`src/rtl/i2c_arb_pkg.sv`:
```
`default_nettype none
// ============================================================================
// Module      : i2c_arb_pkg
// Description : Shared types and constants for the I2C core arbiter.
// Revision    : 1.0 - initial release
// ============================================================================
package i2c_arb_pkg;

  typedef enum logic [2:0] {
    IDLE      = 3'd0,
    LOAD      = 3'd1,
    STROBE    = 3'd2,
    WAIT_BUSY = 3'd3,
    WAIT_DONE = 3'd4,
    VERIFY    = 3'd5,
    RESPOND   = 3'd6,
    DRAIN     = 3'd7
  } state_e;

  localparam int C_TIMEOUT_DEFAULT = 100000;

  // MPU-6050 register map entries used by the attached clients
  localparam logic [7:0] C_MPU_SLAVE_ADDR = 8'hD0;
  localparam logic [7:0] C_MPU_REG_WAKE   = 8'h6B;
  localparam logic [7:0] C_MPU_REG_ACCEL  = 8'h3D;

endpackage
`default_nettype wire

```
`src/rtl/i2c_rr_pick.sv`:
```
`default_nettype none
// ============================================================================
// Module      : i2c_rr_pick
// Description : Combinational round-robin picker, searching from last+1.
// Revision    : 1.0 - initial release
// ============================================================================
module i2c_rr_pick
  import i2c_arb_pkg::*;
#(
  parameter int NUM_REQ = 2,
  parameter int IDX_W   = $clog2(NUM_REQ)
) (
  input  logic [NUM_REQ-1:0] i_req,
  input  logic [IDX_W-1:0]   i_last_grant,
  output logic [NUM_REQ-1:0] o_grant,
  output logic [IDX_W-1:0]   o_grant_idx
);

  logic             w_found;
  logic [IDX_W-1:0] w_cand;

  always_comb begin
    o_grant     = '0;
    o_grant_idx = '0;
    w_found     = 1'b0;
    w_cand      = '0;
    for (int k = 1; k <= NUM_REQ; k++) begin
      w_cand = IDX_W'((int'(i_last_grant) + k) % NUM_REQ);
      if (!w_found && i_req[w_cand]) begin
        w_found          = 1'b1;
        o_grant_idx      = w_cand;
        o_grant[w_cand]  = 1'b1;
      end
    end
  end

endmodule
`default_nettype wire

```
`src/rtl/i2c_arbiter.sv`:
```
`default_nettype none
// ============================================================================
// Module      : i2c_arbiter
// Description : Round-robin sharing of one I2C core among NUM_REQ masters.
// Revision    : 1.0 - initial release
// ============================================================================
module i2c_arbiter
  import i2c_arb_pkg::*;
#(
  parameter int NUM_REQ        = 2,
  parameter int TIMEOUT_CYCLES = C_TIMEOUT_DEFAULT
) (
  input  logic                   clk_i,
  input  logic                   reset_n_i,
  input  logic [NUM_REQ-1:0]     req_valid_i,
  input  logic [NUM_REQ-1:0]     req_rnw_i,
  input  logic [8*NUM_REQ-1:0]   req_slave_addr_i,
  input  logic [8*NUM_REQ-1:0]   req_command_byte_i,
  input  logic [8*NUM_REQ-1:0]   req_din_i,
  input  logic [8*NUM_REQ-1:0]   req_num_bytes_i,
  output logic [NUM_REQ-1:0]     req_ready_o,
  output logic [NUM_REQ-1:0]     rsp_valid_o,
  output logic [7:0]             rsp_data_o,
  output logic                   rsp_error_o,
  input  logic                   i2c_busy_i,
  input  logic                   i2c_rxak_i,
  input  logic                   i2c_arb_lost_i,
  input  logic                   i2c_write_done_i,
  input  logic                   i2c_data_out_valid_i,
  input  logic [7:0]             i2c_data_out_i,
  output logic                   i2c_write_o,
  output logic                   i2c_read_o,
  output logic [7:0]             i2c_slave_addr_o,
  output logic [7:0]             i2c_din_o,
  output logic [7:0]             i2c_command_byte_o,
  output logic [7:0]             i2c_num_bytes_o,
  output logic                   timeout_o
);

  localparam int IDX_W = $clog2(NUM_REQ);
  localparam int WD_W  = $clog2(TIMEOUT_CYCLES + 1);

  state_e             r_state;
  logic [IDX_W-1:0]   r_last_grant;
  logic [IDX_W-1:0]   r_owner;
  logic               r_rnw;
  logic [7:0]         r_slave_addr;
  logic [7:0]         r_command_byte;
  logic [7:0]         r_din;
  logic [7:0]         r_num_bytes;
  logic               r_write;
  logic               r_read;
  logic [NUM_REQ-1:0] r_req_ready;
  logic [NUM_REQ-1:0] r_rsp_valid;
  logic [7:0]         r_rsp_data;
  logic               r_rsp_error;
  logic [7:0]         r_rd_data;
  logic               r_timeout;
  logic [WD_W-1:0]    r_wd_cnt;

  logic [NUM_REQ-1:0] w_grant;
  logic [IDX_W-1:0]   w_grant_idx;
  logic [NUM_REQ-1:0] w_owner_oh;
  logic               w_wd_hit;
  logic               w_done;

  i2c_rr_pick #(
    .NUM_REQ (NUM_REQ),
    .IDX_W   (IDX_W)
  ) u_rr_pick (
    .i_req        (req_valid_i),
    .i_last_grant (r_last_grant),
    .o_grant      (w_grant),
    .o_grant_idx  (w_grant_idx)
  );

  assign w_owner_oh = {{(NUM_REQ-1){1'b0}}, 1'b1} << r_owner;
  assign w_wd_hit   = (r_wd_cnt == WD_W'(TIMEOUT_CYCLES - 1));
  assign w_done     = r_rnw ? i2c_data_out_valid_i : i2c_write_done_i;

  // Pulses default low each cycle; a grant decision registers req_ready for
  // the following (accept) cycle, in which the requester fields are captured.
  always_ff @(posedge clk_i) begin
    if (!reset_n_i) begin
      r_state        <= IDLE;
      r_last_grant   <= IDX_W'(NUM_REQ - 1);
      r_owner        <= '0;
      r_rnw          <= 1'b0;
      r_slave_addr   <= '0;
      r_command_byte <= '0;
      r_din          <= '0;
      r_num_bytes    <= '0;
      r_write        <= 1'b0;
      r_read         <= 1'b0;
      r_req_ready    <= '0;
      r_rsp_valid    <= '0;
      r_rsp_data     <= '0;
      r_rsp_error    <= 1'b0;
      r_rd_data      <= '0;
      r_timeout      <= 1'b0;
      r_wd_cnt       <= '0;
    end else begin
      r_req_ready <= '0;
      r_write     <= 1'b0;
      r_read      <= 1'b0;
      r_rsp_valid <= '0;
      r_rsp_data  <= '0;
      r_rsp_error <= 1'b0;
      r_wd_cnt    <= '0;
      case (r_state)
        IDLE: begin
          if (|r_req_ready) begin
            r_rnw          <= req_rnw_i[r_owner];
            r_slave_addr   <= req_slave_addr_i[8*r_owner +: 8];
            r_command_byte <= req_command_byte_i[8*r_owner +: 8];
            r_din          <= req_din_i[8*r_owner +: 8];
            r_num_bytes    <= req_num_bytes_i[8*r_owner +: 8];
            r_rd_data      <= '0;
            r_state        <= LOAD;
          end else if (|req_valid_i && !i2c_busy_i) begin
            r_req_ready  <= w_grant;
            r_owner      <= w_grant_idx;
            r_last_grant <= w_grant_idx;
          end
        end
        LOAD: begin
          r_write <= !r_rnw;
          r_read  <= r_rnw;
          r_state <= STROBE;
        end
        STROBE: r_state <= WAIT_BUSY;
        WAIT_BUSY: begin
          if (i2c_busy_i) begin
            r_state <= WAIT_DONE;
          end else if (w_wd_hit) begin
            r_rsp_valid <= w_owner_oh;
            r_rsp_data  <= r_rd_data;
            r_rsp_error <= 1'b1;
            r_timeout   <= 1'b1;
            r_state     <= RESPOND;
          end else begin
            r_wd_cnt <= r_wd_cnt + 1'b1;
          end
        end
        WAIT_DONE: begin
          if (w_done) begin
            if (r_rnw) r_rd_data <= i2c_data_out_i;
            r_state <= VERIFY;
          end else if (w_wd_hit) begin
            r_rsp_valid <= w_owner_oh;
            r_rsp_data  <= r_rd_data;
            r_rsp_error <= 1'b1;
            r_timeout   <= 1'b1;
            r_state     <= RESPOND;
          end else begin
            r_wd_cnt <= r_wd_cnt + 1'b1;
          end
        end
        VERIFY: begin
          // Reads expect rxak high because the master NACKs the last byte
          r_rsp_valid <= w_owner_oh;
          r_rsp_data  <= r_rd_data;
          r_rsp_error <= i2c_arb_lost_i | (r_rnw ? !i2c_rxak_i : i2c_rxak_i);
          r_state     <= RESPOND;
        end
        RESPOND: r_state <= DRAIN;
        DRAIN: begin
          if (!i2c_busy_i) begin
            r_state <= IDLE;
            if (|req_valid_i) begin
              r_req_ready  <= w_grant;
              r_owner      <= w_grant_idx;
              r_last_grant <= w_grant_idx;
            end
          end else if (w_wd_hit) begin
            r_timeout <= 1'b1;
            r_state   <= IDLE;
          end else begin
            r_wd_cnt <= r_wd_cnt + 1'b1;
          end
        end
        default: r_state <= IDLE;
      endcase
    end
  end

  assign req_ready_o        = r_req_ready;
  assign rsp_valid_o        = r_rsp_valid;
  assign rsp_data_o         = r_rsp_data;
  assign rsp_error_o        = r_rsp_error;
  assign i2c_write_o        = r_write;
  assign i2c_read_o         = r_read;
  assign i2c_slave_addr_o   = r_slave_addr;
  assign i2c_din_o          = r_din;
  assign i2c_command_byte_o = r_command_byte;
  assign i2c_num_bytes_o    = r_num_bytes;
  assign timeout_o          = r_timeout;

endmodule
`default_nettype wire

```
`config.mk`:
```
export PLATFORM = sky130hd
export DESIGN_NAME = i2c_arbiter
export DESIGN_NICKNAME = d
export VERILOG_FILES = /design/src/rtl/i2c_arb_pkg.sv /design/src/rtl/i2c_rr_pick.sv /design/src/rtl/i2c_arbiter.sv
export SDC_FILE = /design/constraint.sdc
export NUM_CORES = 1
export LEC_CHECK = 0
export CORE_AREA = 2 2 96 98
export CTS_BUF_LIST = sky130_fd_sc_hd__clkbuf_8
export CTS_CLUSTER_SIZE = 14
export DETAILED_ROUTE_END_ITERATION = 10
export DIE_AREA = 0 0 98 100
export PLACE_DENSITY_LB_ADDON = 0.1
export SLEW_MARGIN = 20
export SYNTH_ARGS = -nofsm -noshare
export SYNTH_HDL_FRONTEND = slang
export SYNTH_SLANG_ARGS = --single-unit
```
`constraint.sdc`:
```
create_clock -name clk_i -period 1.5 [get_ports clk_i]
set_input_delay 0.15 -clock clk_i [delete_from_list [all_inputs] [get_ports clk_i]]
set_output_delay 0.15 -clock clk_i [all_outputs]
set_load 0.01 [all_outputs]
```
# Word-level counts from Yosys, hierarchy flattened
# Cells that the tools add are included.
# word_totals
register_bits	79
inputBits	83
output_inout_bits	48
wordCells	131
# op_classes
n_addsub	3
order_cmp	5
eq_ne	19
shifts	5
n_mux	60
n_bitwise	2
reduce_logical	20
# ops
cell	n
2-to-1 mux 17 bit	4
indexed part select 16 x 5 -> 8 bit	4
one-hot mux 17 bit (3 select lines)	1
2-to-1 mux 8 bit	6
2-to-1 mux 1 bit	24
one-hot mux 3 bit (8 select lines)	1
one-hot mux 8 bit (3 select lines)	1
inequality test 2 bit, second input constant	10
2-to-1 mux 2 bit	9
2-to-1 mux 3 bit	6
adder 17 x 1 -> 17 bit, second input constant	1
== test 17 bit, second input constant	1
one-hot mux 8 bit (2 select lines)	1
== test 3 bit, second input constant	4
AND reduction 4 bit	2
== test 3 x 2 -> 1 bit, second input constant	2
< comparator 1 x 2 -> 1 bit, second input constant	3
one-hot mux 1 bit (3 select lines)	2
one-hot mux 2 bit (3 select lines)	1
AND reduction 2 bit	3
AND reduction 5 bit	1
logical AND 1 bit	4
logical NOT 1 bit	4
one-hot mux 2 bit (2 select lines)	1
other kinds (13)	18

# Depth between registers and ports, before layout
# Gate-level depths: netlist (run 1).
# depth
ltp_word	11
ltp_mapped	7
mapped_depth_nobuf	5

# By module
# A second synthesis (run 1) with hierarchy kept.
# unflattened
hier_cells	364
hier_area_um2	3375.7
# modules_own_cells
module	instances	cells_per_inst	area_per_inst_um2
i2c_arbiter	1	360	3349.5
i2c_rr_pick	1	4	26.3

# Least setup slack after synthesis (run 1)
# OpenSTA, ideal clock, no wires.
# synth_timing
path_kind	reg-to-reg
from	reg r_wd_cnt[0]
to	reg r_state[2]
arrival_ps	1533
t_required_ps	1423
path_slack_ps	-110
stages_incl_launch_ff	7
path_cell_list	dfxtp_1 > ha_1 > and4_1 > buf_6 > nand4_4 > or3_1 > a31oi_1
# synth_between
elab_chain_len	4
word_cells_on_any_way	7
classes_between	2 x eq/ne; 4 x mux; 1 x reduce/logical
# synth_rtl
element	line_no	source
start: declaration	i2c_arbiter.sv:59	logic [WD_W-1:0] r_wd_cnt;
start signal: assignment	i2c_arbiter.sv:142	r_wd_cnt <= r_wd_cnt + 1'b1;
start signal: assignment	i2c_arbiter.sv:156	r_wd_cnt <= r_wd_cnt + 1'b1;
start signal: assignment	i2c_arbiter.sv:179	r_wd_cnt <= r_wd_cnt + 1'b1;
== test 17 bit (*)	i2c_arbiter.sv:78	assign w_wd_hit = (r_wd_cnt == WD_W'(TIMEOUT_CYCLES - 1));
2-to-1 mux 3 bit	-	
2-to-1 mux 3 bit, on equally long branches	-	
one-hot mux 3 bit (8 select lines)	-	
end signal: assignment	i2c_arbiter.sv:85	r_state <= IDLE;
end signal: assignment	i2c_arbiter.sv:119	r_state <= LOAD;
end signal: assignment	i2c_arbiter.sv:129	r_state <= STROBE;
end: declaration	i2c_arbiter.sv:43	state_e r_state;
# Every way passes the cells marked *; elsewhere a longest branch is shown, timed or not.
# A chain may end at the register's enable or synchronous reset.

# Final worst setup path (run 1)
# layout_timing
from	reg r_wd_cnt[14]
to	reg r_rsp_data[4], in the netlist rsp_data_o[4]
# layout_between
elab_chain_len	4
word_cells_on_any_way	5
classes_between	1 x eq/ne; 4 x mux
# layout_rtl
element	line_no	source
== test 17 bit (*)	i2c_arbiter.sv:78	
2-to-1 mux 8 bit (*)	i2c_arbiter.sv:135, i2c_arbiter.sv:149	
2-to-1 mux 8 bit, on equally long branches	i2c_arbiter.sv:146, i2c_arbiter.sv:133	
one-hot mux 8 bit (3 select lines) (*)	i2c_arbiter.sv:110	case (r_state)
end signal: assignment	i2c_arbiter.sv:137	r_rsp_data <= r_rd_data;
end signal: assignment	i2c_arbiter.sv:151	r_rsp_data <= r_rd_data;
end signal: assignment	i2c_arbiter.sv:162	r_rsp_data <= r_rd_data;
end: declaration	i2c_arbiter.sv:55	logic [7:0] r_rsp_data;
# Marked as above.

==> flow_metrics.tcl, run 1 <==
set metrics [dict create \
    mostFrequentLayoutCell "clkdlybuf4s50_1" \
    report.final.slew_viol_count 0 \
    fmax_mhz 645.5 \
    synthArstFlopShare_pct 0 \
    grt_first_pass_wirelength_um 15810 \
    cts_tree "built" \
    p_total_uw 5150 \
    ys_types 52 \
    final_cell_mix "130 x clkdlybuf4s50_1, 72 x dfxtp_1, 46 x nor2_1" \
    reg2reg_slack_ps -50 \
    cts_root_buffer "clkbuf_8" \
    htree_num_levels 3 \
    clock_sinks 79 \
    ant_nets 0 \
    hold_start "i2c_data_out_i[3]" \
    cts_buffers 9 \
    path_clk_slew_ps 80 \
    wl_per_cell_um 16.25 \
    hold_path_depth 3 \
    clock_path_buffers 2 \
    tightest_slew_ps 354.8 \
    layout.nets 623 \
    yosysWarnings 0 \
    grt_max_degree 41 \
    worst_r2r_endpoint "rsp_data_o[4]" \
    crit_path_max_fanout 5 \
    coreArea_sq_mm 0.008890 \
    setup_viol 18 \
    fillCellCount 697 \
    skew_ps 11.01 \
    avgSynthCellArea_sq_um 9.965 \
    timing.rr.start "r_wd_cnt[14]" \
    via_per_inst 5.154 \
    synthCells 361 \
    synth-edff-count 0 \
    start_kind "flip-flop" \
    synth-seq-area-share_pct 43.97 \
    tns_ps -365.8 \
    via_count 3376 \
    status "complete, but fails checks" \
    worstPathArrival_ps 1860 \
    drive_above_1_share_pct 27.39 \
    cellPowerDensity_mw_per_mm2 861.4 \
    ys_ff_latch 79 \
    finalHoldViolations 0 \
    grt_overflow 0 \
    rsz0062_at_grt "yes" \
    finalCritPeriodShare_pct 103.3 \
    hold_path_end "r_rd_data[3]" \
    crit_type "reg -> reg" \
    totalWireLength_um 10640 \
    synth_nets 445 \
    grtUsageTotal_pct 20.07 \
    area_delta_synth_final_pct 66.19 \
    rows 35 \
    io_buffers 130 \
    die_x_um 98 \
    rr_worst_depth 4 \
    clock_latency_ps 360 \
    pre_cts_slack_ps -139.2 \
    gp_congestion 0.8961 \
    whs_ps 388.8 \
    crit_required_ps 1810 \
    maxCapViolCount 0 \
    leakage_uw 0.002156 \
    synth_ff_type "dfxtp_1" \
    crit_path_end_kind "flip-flop" \
    drtIter0Drc 116 \
    drc 0 \
    slew_headroom_pct 76.34 \
    min_path_type "in -> reg" \
    antenna_found_initial 0 \
    design.die.area_sq_mm 0.009800 \
    die_h_um 100 \
    layout_min_cycle_time_ps 1549 \
    setup_slack_ps -49.22 \
    ir_drop_uv 494.6 \
    num_io_pins 131 \
    antenna_cells 0 \
    hpwl_um 6875 \
    violations "negative setup slack" \
    start_util_pct 40.46 \
    synth_area_sq_mm 0.003597 \
    grt_pass1_vias 3188 \
    firstDrtPassIters 4 \
]
[sequential cells by signal, indices dropped and copies added (netlist names)]
signal,cells
i2c_command_byte_o,8
i2c_din_o,8
i2c_num_bytes_o,8
i2c_read_o,1
i2c_slave_addr_o,8
i2c_write_o,1
r_last_grant,1
r_owner,1
r_rd_data,8
r_rnw,1
r_state,3
r_wd_cnt,17
req_ready_o,2
rsp_data_o,8
rsp_error_o,1
rsp_valid_o,2
timeout_o,1
[through the flow]
step	cells	utilization (%)	cell area (sq um)
after CTS	642	63.69	5662
final	655	67.25	5978
after detailed placement	620	59.52	5291
after global routing	655	67.25	5978
after global placement	620	59.52	5291
after floorplan	361	-	3612
[Yosys cell counts (all sizes together), types with 2 or more instances]
cell | count | area share (%)
xnor2 | 5 | 1.2
o21ai | 12 | 1.7
nand2 | 15 | 1.6
nor2 | 55 | 5.8
buf | 19 | 3.7
xor2 | 10 | 2.4
and4 | 4 | 0.97
or3 | 4 | 0.70
a211oi | 34 | 11
nand3 | 7 | 1.1
inv | 3 | 0.31
nor4b | 2 | 0.90
and3 | 2 | 0.35
a21oi | 15 | 2.1
o2111ai | 8 | 1.9
mux2i | 34 | 9.5
nor3b | 2 | 0.56
nor2b | 4 | 0.70
and4bb | 2 | 0.70
clkbuf | 7 | 0.73
nor4 | 2 | 0.35
nand4 | 5 | 1.3
nand2b | 2 | 0.35
and2 | 10 | 1.7
a22oi | 2 | 0.42
dfxtp | 79 | 44
nor3 | 4 | 0.56
[worst max-delay path, stage by stage (launching register included)]
cell and delay (ps):
dfxtp_4 360, nor4b_4 320, nand4_4 230, a221oi_4 410, and2_1 180
[how the worst max path moves through the flow]
stage	start	to	slack, ps	depth (start not counted)
4_1_cts	r_wd_cnt[13]	r_state[1]	-8	5
2_1_floorplan	r_wd_cnt[0]	rsp_valid_o[0]	10	6
3_3_place_gp	i2c_data_out_valid_i	rsp_data_o[1]	-110	5
6_report	r_wd_cnt[14]	rsp_data_o[4]	-50	4
3_5_place_dp	i2c_data_out_valid_i	rsp_valid_o[1]	-140	5
5_1_grt	r_wd_cnt[14]	rsp_data_o[2]	-110	4
[routing by layer]
layer | share of wire [%] | GRT usage [%]
met3 | 6.4 | 4.596
met5 | 0 | 0
met1 | 43 | 24.91
met4 | 1.7 | 7.692
met2 | 49 | 34.09
[repair_timing]
item                       in CTS  in global routing
buffers inserted                2                  8
cloned                          4                  5
resized for setup              15                 44
hold buffers                    0                  0
setup endpoints to repair      50                 74
pin swaps                       5                 43
[kinds of logic (layout without fill, tap and decap cells)]
| group | count (synthesis) | in the layout | synth area share (%) |
|---|---|---|---|
| mux | 34 | 34 | 9.461 |
| simple gates | 123 | 123 | 18.30 |
| buf+inv | 29 | 211 | 4.765 |
| fa+ha+maj | 1 | 1 | 0.3478 |
| compound gates | 80 | 81 | 19.51 |
| flops | 79 | 79 | 43.97 |
| xor+xnor | 15 | 15 | 3.652 |
[area by class of cell]
cell class | instances | area (sq um) | share of cell area (%)
Multi-Input combinational cell | 254 | 2003 | 33.51
Inverter | 3 | 11.26 | 0.1884
Tap cell | 111 | 138.9 | 2.323
Timing Repair Buffer | 192 | 2034 | 34.03
Clock inverter | 7 | 73.82 | 1.235
Clock buffer | 9 | 123.9 | 2.072
Sequential cell | 79 | 1593 | 26.64
[report_power, final]
part | internal (uW) | switching [uW] | total (uW) | leakage [uW]
combinational | 744 | 539 | 1280 | 0.00141
sequential | 2200 | 66.2 | 2270 | 0.000644
clock | 774 | 825 | 1600 | 0.000105
total | 3720 | 1430 | 5150 | 0.00216
Power figures use the tool's default switching activity.
==> run 2, diff against run 1 <==
- ABC_CLOCK_PERIOD_IN_PS: not set -> 1500
==> results of run 2 <==
The final DEF is identical to that of run 1; final timing and power are the same.
